`config.mk`:
```
export PLATFORM = sky130hd
export DESIGN_NAME = serial_word_rx
export DESIGN_NICKNAME = d
export VERILOG_FILES = /design/src/rtl/serial_word_rx.sv
export SDC_FILE = /design/constraint.sdc
export NUM_CORES = 1
export LEC_CHECK = 0
export BUFFER_PORTS_ARGS = -buffer_cell sky130_fd_sc_hd__buf_2
export CORE_ASPECT_RATIO = 0.8
export CORE_MARGIN = 3
export CORE_UTILIZATION = 30
export DETAILED_ROUTE_END_ITERATION = 7
export SLEW_MARGIN = 15
export SYNTH_ARGS = -nofsm -noshare
export SYNTH_HDL_FRONTEND = slang
export SYNTH_SLANG_ARGS = --single-unit
```
`constraint.sdc`:
```
create_clock -name clk -period 1.6 [get_ports clk]
set_input_delay 0.16 -clock clk [delete_from_list [all_inputs] [get_ports clk]]
set_output_delay 0.16 -clock clk [all_outputs]
set_load 0.02 [all_outputs]
```
`src/rtl/serial_word_rx.sv`:
```
// Serial-in/parallel-out receiver: assembles SOF-framed bits into WIDTH-bit words.
// Latency: last bit to out_valid is 1 cycle; a full, unconsumed output stage drops the new word and flags overrun.
module serial_word_rx #(
  parameter int WIDTH     = 32,
  parameter bit MSB_FIRST = 1'b1
) (
  input  logic             clk,
  input  logic             rst,
  input  logic             en,
  input  logic             sin_valid,
  input  logic             sin_data,
  input  logic             sin_sof,
  input  logic             out_ready,
  input  logic             clr_err,
  output logic [WIDTH-1:0] data_out,
  output logic             out_valid,
  output logic             overrun,
  output logic             sof_err,
  output logic             busy
);

  localparam int CW = $clog2(WIDTH + 1);

  typedef enum logic {IDLE, SHIFT} state_t;

  state_t           state, state_nxt;
  logic [WIDTH-1:0] shreg, shreg_nxt, base, shifted, data_nxt;
  logic [CW-1:0]    cnt, cnt_nxt;
  logic             acc, done, sof_set, ovr_set;
  logic             valid_nxt, overrun_nxt, sof_err_nxt;

  assign acc  = en & sin_valid;
  assign busy = (state == SHIFT);

  // An SOF bit starts from a clean register so no stale bits survive a resync.
  always_comb begin
    base = sin_sof ? '0 : shreg;
    if (MSB_FIRST) shifted = {base[WIDTH-2:0], sin_data};
    else           shifted = {sin_data, base[WIDTH-1:1]};
  end

  always_comb begin
    state_nxt = state;
    shreg_nxt = shreg;
    cnt_nxt   = cnt;
    done      = 1'b0;
    sof_set   = 1'b0;
    case (state)
      IDLE: begin
        if (acc && sin_sof) begin
          shreg_nxt = shifted;
          cnt_nxt   = CW'(1);
          state_nxt = SHIFT;
        end
      end
      SHIFT: begin
        if (acc) begin
          shreg_nxt = shifted;
          if (sin_sof) begin
            sof_set = 1'b1;
            cnt_nxt = CW'(1);
          end else if (cnt == CW'(WIDTH - 1)) begin
            done      = 1'b1;
            cnt_nxt   = '0;
            state_nxt = IDLE;
          end else begin
            cnt_nxt = cnt + CW'(1);
          end
        end
      end
      default: state_nxt = IDLE;
    endcase
  end

  always_comb begin
    data_nxt  = data_out;
    valid_nxt = out_valid;
    ovr_set   = 1'b0;
    if (out_valid && out_ready) valid_nxt = 1'b0;
    if (done) begin
      if (!out_valid || out_ready) begin
        data_nxt  = shifted;
        valid_nxt = 1'b1;
      end else begin
        ovr_set = 1'b1;
      end
    end
    // Error set takes priority over a simultaneous clear.
    overrun_nxt = ovr_set | (overrun & ~clr_err);
    sof_err_nxt = sof_set | (sof_err & ~clr_err);
  end

  always_ff @(posedge clk) begin
    if (rst) begin
      state     <= IDLE;
      shreg     <= '0;
      cnt       <= '0;
      data_out  <= '0;
      out_valid <= 1'b0;
      overrun   <= 1'b0;
      sof_err   <= 1'b0;
    end else begin
      state     <= state_nxt;
      shreg     <= shreg_nxt;
      cnt       <= cnt_nxt;
      data_out  <= data_nxt;
      out_valid <= valid_nxt;
      overrun   <= overrun_nxt;
      sof_err   <= sof_err_nxt;
    end
  end

endmodule

```
* Word-level counts from Yosys, hierarchy flattened
Cells that the tools add are included.
** Storage, ports and cells
- Input port bits :: 8
- Register bits after elaboration :: 73
** Cells by class
- Reduce and logical (&&, ||, !) cells :: 6
- Eq/ne operators :: 3
- Add/subtract/negate cells :: 1
- Bitwise operators :: 7
- Muxes and demuxes :: 26
** Operators by type and width (number)
- 2-to-1 mux 31 bit :: 3
- case mux 31 bit (2 select lines) :: 1
- 2-to-1 mux 6 bit :: 4
- 2-to-1 mux 1 bit :: 16
- case mux 6 bit (2 select lines) :: 1
- adder 6 x 1 -> 6 bit, second input constant :: 1
- equality test 6 x 5 -> 1 bit, second input constant :: 1
- AND reduction 2 bit :: 2
- AND 1 bit :: 3
- logical AND 1 bit :: 2
- inequality test 2 x 1 -> 1 bit, second input constant :: 1
- inequality test 2 bit, second input constant :: 1
- inverter 1 bit :: 2
- bitwise OR 1 bit :: 2
- case mux 1 bit (2 select lines) :: 1
- zero test 1 bit :: 1
- logical OR 1 bit :: 1

* Logic depth before layout (Yosys ltp)
Gate-level depths: netlist (run 1).
- Depth after elaboration :: 7
- Gate-level depth with buffers :: 6

* Worst setup path after synthesis (run 1)
No wires, ideal clock.
- Kind :: reg-to-reg
- Start :: register state (netlist: busy)
- End :: register data_out[27]
- Data arrival time :: 1.515 ns
- Required time :: 1.529 ns
- Cell stages (with the launch flop) :: 6
- Path buffers :: 1
- Slack :: 0.014 ns
- Library setup time :: 0.071 ns
- Path through :: dfxtp_1 nand4b_4 nor4_4 buf_6 nand3b_1 a21oi_1
** On the way
- Cells in the longest elaborated chain, start to end :: 2
** Ends and longest elaborated chain
- start, declared :: RTL line 26 : state_t state, state_nxt;
- start signal, assigned :: RTL line 103 : state <= state_nxt;
- 2-to-1 mux 1 bit :: RTL line 48 : case (state)
- AND reduction 2 bit (no source line)
- end signal, assigned :: RTL line 106 : data_out <= data_nxt;
- end, declared :: RTL line 15 : output logic [WIDTH-1:0] data_out,
Every way passes these cells.
A chain may end at the register's enable or synchronous reset.

* Worst setup path in the final report (run 1)
- Start :: register cnt[0]
- End :: register data_out[3]
** On the way
- Cells in the longest elaborated chain, start to end :: 6
** Ends and longest elaborated chain
- start, declared :: RTL line 28 : logic [CW-1:0] cnt, cnt_nxt;
- start signal, assigned :: RTL line 105 : cnt <= cnt_nxt;
- equality test 6 x 5 -> 1 bit :: RTL line 62 : end else if (cnt == CW'(WIDTH - 1)) begin
- 2-to-1 mux 1 bit :: RTL line 62
- 2-to-1 mux 1 bit :: RTL line 59 : if (sin_sof) begin
- 2-to-1 mux 1 bit :: RTL line 57 : if (acc) begin
- 2-to-1 mux 1 bit :: RTL line 48
- AND reduction 2 bit (no source line)
Every way passes these cells.

==> results of run 1 <==
-- worst min-delay path: stages --
cell and delay [ns]:
buf_2 0.09, mux2i_1 0.06, nor2_1 0.08
-- worst max path at each step --
stage                     slack (ns)           end
after detailed placement       0.008  data_out[17]
after CTS                       0.02   data_out[3]
final                           0.06   data_out[3]
after floorplan                 0.01  data_out[27]
after global routing            0.02   data_out[3]
after global placement          0.02  data_out[19]
-- sequential cells by signal (all words and copies together) (netlist names) --
register / flops
busy: 1
cnt: 6
data_out: 32
out_valid: 1
overrun: 1
shreg: 31
sof_err: 1
-- cell families (layout without fill, tap and decap cells) --
group,after synthesis,after routing,synth area share [%]
buffers and inverters,25,74,4.357
muxes,1,1,0.3632
AOI/OAI and AO/OA,78,78,17.57
adders and majority gates,1,1,0.4539
DFF,73,73,53.02
and+or+nand+nor,125,125,24.24
-- synth_stat cells --
cell       instances  area share, %
mux2i_1            1           0.36
dfxtp_1           73             53
o2111ai_1          1           0.32
o21ai_0            3           0.54
nand2_1           36            4.9
nand4_1            3           0.68
nor2b_1            2           0.45
nor2_1            39            5.3
nand3_1            3           0.54
o211ai_1           1           0.27
and4b_1            1           0.36
inv_1              1           0.14
buf_6              3            1.2
buf_2              3           0.54
nand2b_1           2           0.45
ha_1               1           0.45
and3_1             2           0.45
a32oi_1            2           0.64
or3_1              2           0.45
a21oi_1           38            6.9
a31oi_1            2           0.45
clkbuf_1          18            2.5
a22oi_1           31            8.4
nor4_4             1           0.77
nand3b_1          32            8.7
nand4b_4           1           0.86
or4_1              1           0.27
-- per-layer routing --
layer	up-vias	part of all wire (%)	GRT usage [%]
li1	1157	-	-
met1	1082	49	18.08
met2	50	45	18.49
met3	4	5.3	4.090
met4	0	0.63	3.604
met5	-	0	0
-- power groups by stage --
stage,clock network (mW),logic (mW),registers (mW)
after global placement,0,0.114,1.87
after CTS,2.23,0.115,1.83
final,2.18,0.116,1.83
after floorplan,0,0.0655,1.87
after detailed placement,0,0.115,1.87
after global routing,2.33,0.127,1.83
-- timing repair --
item,CTS,global route
setup buffers,1,0
cloned,1,0
pin swaps,1,3
setup endpoints to repair,26,33
gates resized for setup,8,5
-- cell type report --
| class | instances | area, µm² |
|---|---|---|
| fill | 879 | 5166 |
| sequential | 73 | 1468 |
| multi-input combinational | 205 | 1205 |
| timing repair buffer | 57 | 394.1 |
| clock buffer | 12 | 256.5 |
| tap | 112 | 140.1 |
| clock inverter | 4 | 75.07 |
| inverter | 1 | 3.754 |
==> run summary, run 1 <==
Outcome: finished, final reports clean
CTS Buf Count: 9
Finished Layout Cells: 464
Core footprint: 0.008708 mm²
Sum of net half-perimeters after detailed placement: 3.639 mm
Most frequent cells in the layout: dfxtp_1, buf_2, nor2_1
Clk root buf: clkbuf_16
Buf/Inv on CP: 1
Number of distinct library cells after synthesis: 27
DRT iter0 DRCs: 217
Clock power frac: 52.9%
Startpoint Class: register
Maximum VDD drop: 702.4 µV
Critical setup path kind: reg -> reg
Crit-path max FO: 26
Slowest CP cell: dfxtp_2
Minimum clock period: 1.540 ns
Static leakage: 1.320 nW
Max incr delay on CP: 0.35 ns
TritonCTS clock tree: yes
Area grow syn2layout: 28.51%
H-tree depth: 3
NumNets Final: 356
Register area share after synthesis: 53.02%
Post-CTS Hold Buffers: 0
Commonest non-fill, non-tap cell in the layout: dfxtp_1
Share of power burned in registers: 44.3%
Min-Delay Path Class: in -> reg
Power Total: 4.128 mW
Starting Density: 31.65%
Final Core Density: 40.68%
Fin Clk Skew: 0.003391 ns
RSZ-0062 raised after global routing: false
Vias in the first global route: 2162
First-pass GRT wire length: 10.73 mm
Worst-skew pair later-pin latency: 0.32 ns
Total wire length: 6.336 mm
GR Util All Layers: 12.75%
Die span in x: 113.2 µm
Inst Count DP: 446
Post-route cell area: 0.003542 mm²
# setup viols final: 0
Endpoints failing hold: 0
Synthesized Nets: 312
Critical path required time: 1.79 ns
DRT Pass-1 Iters: 5
Netlist Area Pre-Place: 0.002756 mm²
R2R Setup Slk: 0.06 ns
Worst Hold End: shreg[0]
Peak Freq: 649.2 MHz
Setup TNS: 0 ns
GR Overflow Total: 0
CTS sink count: 73
Max Slew Vio Count: 0
Share of layout cells above drive strength 1: 23.58%
Largest net degree at the start of global routing: 74
Crit share post-route: 96.27%
Initial antenna violation count: 0
Full die area: 0.01038 mm²
Beginning of the worst register-to-register path: cnt[0]
Cell count after synthesis: 303
Logic pwr share: 2.8%
Internal power: 3.316 mW
Synth warn: 0
Routed vias: 2293
I/O Buffers: 43
DR WL/cell: 13.66 µm
RR Endpoint: data_out[3]
Via density per instance: 4.942
WP depth: 6
Die Y: 91.74 µm
Avg Inst Size Synth: 9.097 µm²
Max Cap Violations: 0
Final Worst Setup Slack: 0.05969 ns
Clock transition at path regs: 0.06 ns
Switching Share: 19.66%
Worst EP arrival: 1.73 ns
Placer Congestion: 0.7586
Antenna Cells: 0
Slew headroom: 78.25%
Area after DPL: 0.003136 mm²
#FFs+latches synth: 73
I/O Pins: 44
WHS Path Cells: 3
ANT nets after route: 0
Critical Path Start: cnt[0]
Hold slack: 0.09725 ns
Pre-CTS WS: 0.007738 ns
Worst r2r path cells: 6
Worst-case clock buffer depth: 2
PD cells: 1165 mW/mm²
CP Cell Sequence: ha_4 -> and3_1 -> nand4_1 -> buf_12 -> nand2_1 -> a21oi_1
Worst Setup End Kind: register
Min-delay src: sin_data
Largest delay share family, worst path: simple AND/OR/NAND/NOR gates
Switching power: 0.8115 mW
DRC violations left: 0
Slew of the pin with the lowest slew margin: 0.3262 ns
Row cnt: 30
Note: power is estimated with default switching activity, not from simulation.
==> inputs of run 2 (changes only) <==
==> constraint.sdc (replaced) <==
create_clock -name clk -period 1.6 [get_ports clk]
set_input_delay 0.16 -clock clk [delete_from_list [all_inputs] [get_ports clk]]
set_output_delay 0.16 -clock clk [all_outputs]
set_load 0.1 [all_outputs]
==> run 2 against run 1 <==
Net effect: maximum frequency increased by 1.4%; critical path depth up 1; routed wire length rose by 3.3%; hold slack worse by 0.023 ns; cell area shrank 2.4%; cell count stayed put; die area unchanged; highest routed layer unchanged.
==> run summary, run 2 (synthesis results as in run 1) <==
Outcome: finished, final reports clean
Max Cap Violations: 0 (unchanged)
Crit-path max FO: 14 (-46%)
Worst-case clock buffer depth: 2 (unchanged)
Routed vias: 2307 (+0.61%)
Worst Setup End Kind: register
Peak Freq: 658.3 MHz (+1.4%)
TritonCTS clock tree: yes
Clk root buf: clkbuf_16
Commonest non-fill, non-tap cell in the layout: dfxtp_1
Register area: 0.001466 mm² (about the same)
Critical path required time: 1.87 ns (+0.08 ns)
Most frequent cells in the layout: dfxtp_1, buf_2, nor2_1
Most flop-heavy register: data_out
Via density per instance: 4.972 (+0.61%)
DRT iter0 DRCs: 192 (-12%)
Endpoints failing hold: 0 (unchanged)
Die span in x: 113.2 µm (unchanged)
Placer Congestion: 0.7790 (+2.7%)
Worst EP arrival: 1.79 ns (+0.06 ns)
Max Slew Vio Count: 0 (unchanged)
Power Total: 3.811 mW (-7.7%)
H-tree depth: 3 (unchanged)
Crit share post-route: 94.95% (-1.3 points)
First-pass GRT wire length: 10.43 mm (-2.8%)
Worst-skew pair later-pin latency: 0.34 ns (+0.02 ns)
# setup viols final: 0 (unchanged)
NumNets Final: 356 (unchanged)
Vias in the first global route: 2067 (-4.4%)
Static leakage: 1.300 nW (-1.5%)
Filler cells: 902 (+2.6%)
DRT Pass-1 Iters: 4 (-1)
Core footprint: 0.008708 mm² (unchanged)
DRC violations left: 0 (unchanged)
Die Y: 91.74 µm (unchanged)
Clock transition at path regs: 0.06 ns (about the same)
Top flop regs: data_out (32), shreg (31), cnt (6)
Area of the multi-input gates: 0.001186 mm² (-1.6%)
Full die area: 0.01038 mm² (unchanged)
Finished Layout Cells: 464 (unchanged)
Post-CTS Hold Buffers: 0 (unchanged)
DR WL/cell: 14.10 µm (+3.3%)
CTS sink count: 73 (unchanged)
Minimum clock period: 1.519 ns (-0.02113 ns)
Min-Delay Path Class: in -> reg
GR Util All Layers: 12.68% (-0.068 points)
Number of flip-flops in the largest register: 32 (unchanged)
Sum of net half-perimeters after detailed placement: 3.773 mm (+3.7%)
Slew headroom: 66.19% (-12 points)
Fin Clk Skew: 0.006008 ns (+0.002617 ns)
Maximum VDD drop: 613.1 µV (-13%)
Startpoint Class: register
Share of layout cells above drive strength 1: 21.88% (-1.7 points)
Starting Density: 31.65% (unchanged)
Pre-CTS WS: -0.02806 ns (-0.03580 ns)
CTS Buf Count: 9 (unchanged)
Slew of the pin with the lowest slew margin: 0.5106 ns (+0.1844 ns)
Inst Count DP: 444 (-0.45%)
Area grow syn2layout: 25.37%
I/O Buffers: 43 (unchanged)
RSZ-0062 raised after global routing: true
GR Overflow Total: 0 (unchanged)
I/O Pins: 44 (unchanged)
Setup TNS: 0 ns (unchanged)
Antenna Cells: 0 (unchanged)
Critical setup path kind: reg -> reg
Largest net degree at the start of global routing: 74 (unchanged)
Row cnt: 30 (unchanged)
ANT nets after route: 0 (unchanged)
Total wire length: 6.542 mm (+3.3%)
Initial antenna violation count: 0 (unchanged)
PD cells: 1103 mW/mm² (-5.4%)
Final Worst Setup Slack: 0.08082 ns (+0.02113 ns)
## run 2: worst max-delay path, stage by stage, from the launching register on
cell and delay, ns:
dfxtp_1 0.34, ha_2 0.22, nand3_2 0.13, nor4_4 0.15, buf_4 0.18, buf_6 0.16, nand3b_1 0.11, a21oi_2 0.15
## run 2: worst paths after layout
path                 from      endpoint  slack (ns)  cells past startpoint
max                cnt[1]   data_out[3]        0.08                      7
min              sin_data   data_out[0]        0.07                      3
max reg2reg        cnt[1]   data_out[3]        0.08                      7
min reg2reg  data_out[26]  data_out[26]        0.45                      2
## run 2: report_power, final
group / total [mW] / switching, mW / internal (mW)
Sequential: 1.83 / 0.00405 / 1.82
Clock: 1.86 / 0.731 / 1.13
Combinational: 0.121 / 0.0811 / 0.0400
## run 2: final cells by class
class | instances | share of cell area, %
Clock inverter | 2 | 0.3621
Timing Repair Buffer | 57 | 11.08
Clock buffer | 14 | 7.639
Multi-Input combinational cell | 205 | 34.32
Inverter | 1 | 0.1086
Sequential cell | 73 | 42.43
Tap cell | 112 | 4.055
## run 2: metrics by stage
step | hold slack, ns | area, µm² | utilization (%)
floorplan | 0.2960 | 2761 | -
global placement | 0.4143 | 3113 | 35.75
detailed placement | 0.4236 | 3113 | 35.75
CTS | 0.06567 | 3410 | 39.15
global route | 0.07914 | 3456 | 39.68
finish | 0.07398 | 3456 | 39.68
## run 2: repair_timing
action | 4_1_cts | 5_1_grt
resized for setup | 2 | 5
setup buffers | 1 | 1
pin swaps | 1 | 1
cloned | 1 | 1
endpoints found under the setup margin | 7 | 32
## run 2: metal layers
metal | up-vias | track usage (%) | wire length (µm)
li1 | 1157 | - | -
met1 | 1099 | 16.78 | 3281
met2 | 42 | 17.85 | 2790
met3 | 9 | 5.739 | 396
met4 | 0 | 5.105 | 74
met5 | - | 0 | 0
==> inputs of run 3 (changes only) <==
Settings changed: CORE_ASPECT_RATIO 0.8 to 1.75.
==> run 3 against run 2 <==
Net effect: largest power group unchanged; sequential share of layout area decreased by 0.98 points; die area is 0.37% higher; worst setup slack better by 0.034 ns; utilization rose by 0.40 points; combinational power grew 5%; highest routed layer unchanged; clock power is 12% higher; cell area grew 2.5%; total power grew 5.8%; register-to-register slack gained 0.03 ns; cell count rose by 1.3%; flip-flop and latch count did not move.
==> run summary, run 3 (synthesis results as in run 1) <==
RR Endpoint: data_out[28]
Number of flip-flops in the largest register: 32 (unchanged)
Worst Hold End: data_out[0]
Static leakage: 1.328 nW (+2.2%)
GR Overflow Total: 0 (unchanged)
GR Util All Layers: 12.65% (-0.025 points)
Area grow syn2layout: 28.55%
DRT iter0 DRCs: 83 (-57%)
Sum of net half-perimeters after detailed placement: 4.078 mm (+8.1%)
I/O Pins: 44 (unchanged)
H-tree depth: 3 (unchanged)
Final Core Density: 40.08% (+0.40 points)
CTS Buf Count: 9 (unchanged)
Worst-skew pair later-pin latency: 0.33 ns (about the same)
Outcome: finished, final reports clean
Placer Congestion: 0.7634 (-2.0%)
Register area: 0.001469 mm² (+0.17%)
Row cnt: 45 (+50%)
Startpoint Class: register
Commonest non-fill, non-tap cell in the layout: dfxtp_1
Slew of the pin with the lowest slew margin: 0.4951 ns (-0.01544 ns)
Power Total: 4.030 mW (+5.8%)
Minimum clock period: 1.485 ns (-0.03391 ns)
Clk root buf: clkbuf_16
Crit share post-route: 92.83% (-2.1 points)
Initial antenna violation count: 0 (unchanged)
Critical Path Start: cnt[0]
Via density per instance: 4.919 (-1.1%)
PD cells: 1137 mW/mm² (+3.2%)
Filler cells: 893 (-1.0%)
Beginning of the worst register-to-register path: cnt[0]
Die span in x: 78.46 µm (-31%)
Full die area: 0.01042 mm² (+0.37%)
Critical path required time: 1.86 ns (about the same)
I/O Buffers: 43 (unchanged)
Critical setup path kind: reg -> reg
DRC violations left: 0 (unchanged)
Share of layout cells above drive strength 1: 22.95% (+1.1 points)
Die Y: 132.8 µm (+45%)
Min-delay src: sin_data
Worst r2r path cells: 7 (unchanged)
Met3 Use GR: 2.793% (-2.9 points)
Top flop regs: data_out (32), shreg (31), cnt (6)
R2R Setup Slk: 0.11 ns (+0.03 ns)
Met1 Use GR: 14.71% (-2.1 points)
Most flop-heavy register: data_out
NumNets Final: 357 (+0.28%)
Min-Delay Path Class: in -> reg
Peak Freq: 673.3 MHz (+2.3%)
First-pass GRT wire length: 10.38 mm (-0.46%)
DRT Pass-1 Iters: 5 (+1)
Maximum VDD drop: 516.1 µV (-16%)
Clock transition at path regs: 0.06 ns (about the same)
Slew headroom: 67.22% (+1.0 points)
Total wire length: 6.374 mm (-2.6%)
Vias in the first global route: 2164 (+4.7%)
Endpoints failing hold: 0 (unchanged)
GRT Max-Usage Layer: met2
Met2 Use GR: 20.90% (+3.0 points)
WHS Path Cells: 3 (unchanged)
Worst EP arrival: 1.74 ns (-0.05 ns)
Worst Setup End Kind: register
Routed vias: 2312 (+0.22%)
Core footprint: 0.008840 mm² (+1.5%)
Fin Clk Skew: 0.004438 ns (-0.001570 ns)
DR WL/cell: 13.56 µm (-3.8%)
Max Slew Vio Count: 0 (unchanged)
CTS sink count: 73 (unchanged)
Worst-case clock buffer depth: 2 (unchanged)
# setup viols final: 0 (unchanged)
Starting Density: 31.18% (-0.47 points)
Post-CTS Hold Buffers: 0 (unchanged)
TritonCTS clock tree: yes
Largest net degree at the start of global routing: 45 (-39%)
ANT nets after route: 0 (unchanged)
Crit-path max FO: 11 (-3)
Antenna Cells: 0 (unchanged)
Max Cap Violations: 0 (unchanged)
Setup TNS: 0 ns (unchanged)
Area of the multi-input gates: 0.001192 mm² (+0.53%)
Most frequent cells in the layout: dfxtp_1, buf_2, nor2_1
-- run 3: cell count changes in the layout (fill, tap and decap cells not counted), moves of 2 or more --
cell	previous run	this run
buf_12	3	5
clkbuf_1	3	1
dfxtp_1	71	69
dfxtp_2	1	3
-- run 3: repair_timing --
action	CTS	global route
pin swaps	1	1
gates cloned	0	1
endpoints found under the setup margin	8	32
buffers inserted	0	1
resized for setup	0	7
-- run 3: where the power goes --
part           total [mW]  internal, mW  switching (mW)
logic               0.127        0.0443          0.0826
registers            1.83          1.82         0.00528
clock network        2.08          1.34           0.736
total                4.03          3.21           0.824
-- run 3: cell type report --
class / instances / area share (%)
clock inverters: 3 / 1.306
clock buffers: 13 / 7.627
well taps: 117 / 4.131
flip-flops and latches: 73 / 41.45
repair buffers: 58 / 11.72
multi-input cells: 205 / 33.65
inverters: 1 / 0.1059
-- run 3: worst max-delay path by stage --
stage / to / slack [ns]
finish: data_out[28] / 0.11
global route: data_out[28] / -0.01
CTS: data_out[28] / 0.04
detailed placement: data_out[28] / -0.008
global placement: data_out[20] / 0.06
floorplan: data_out[12] / 0.02
-- run 3: critical path, stage by stage (launching register included) --
cell and delay, ns:
dfxtp_2 0.35, ha_4 0.15, nand3_2 0.12, nor4_4 0.24, buf_6 0.16, buf_6 0.14
nand3b_1 0.08, a21oi_1 0.15
-- run 3: through the flow --
step	hold WS, ns	cells	worst slack (ns)	instance area [µm²]
after floorplan	0.2960	303	0.01605	2761
after global placement	0.4240	452	0.06242	3167
after detailed placement	0.4240	452	-0.007898	3167
after CTS	0.07616	468	0.04450	3483
after global routing	0.08044	470	-0.01480	3543
final	0.08732	470	0.1147	3543
-- run 3: layer usage --
metal  vias up  part of all wire, %
met4         0                  2.6
met1      1102                   43
met3        10                  3.3
li1       1163                    -
met2        37                   51
met5         -                    0
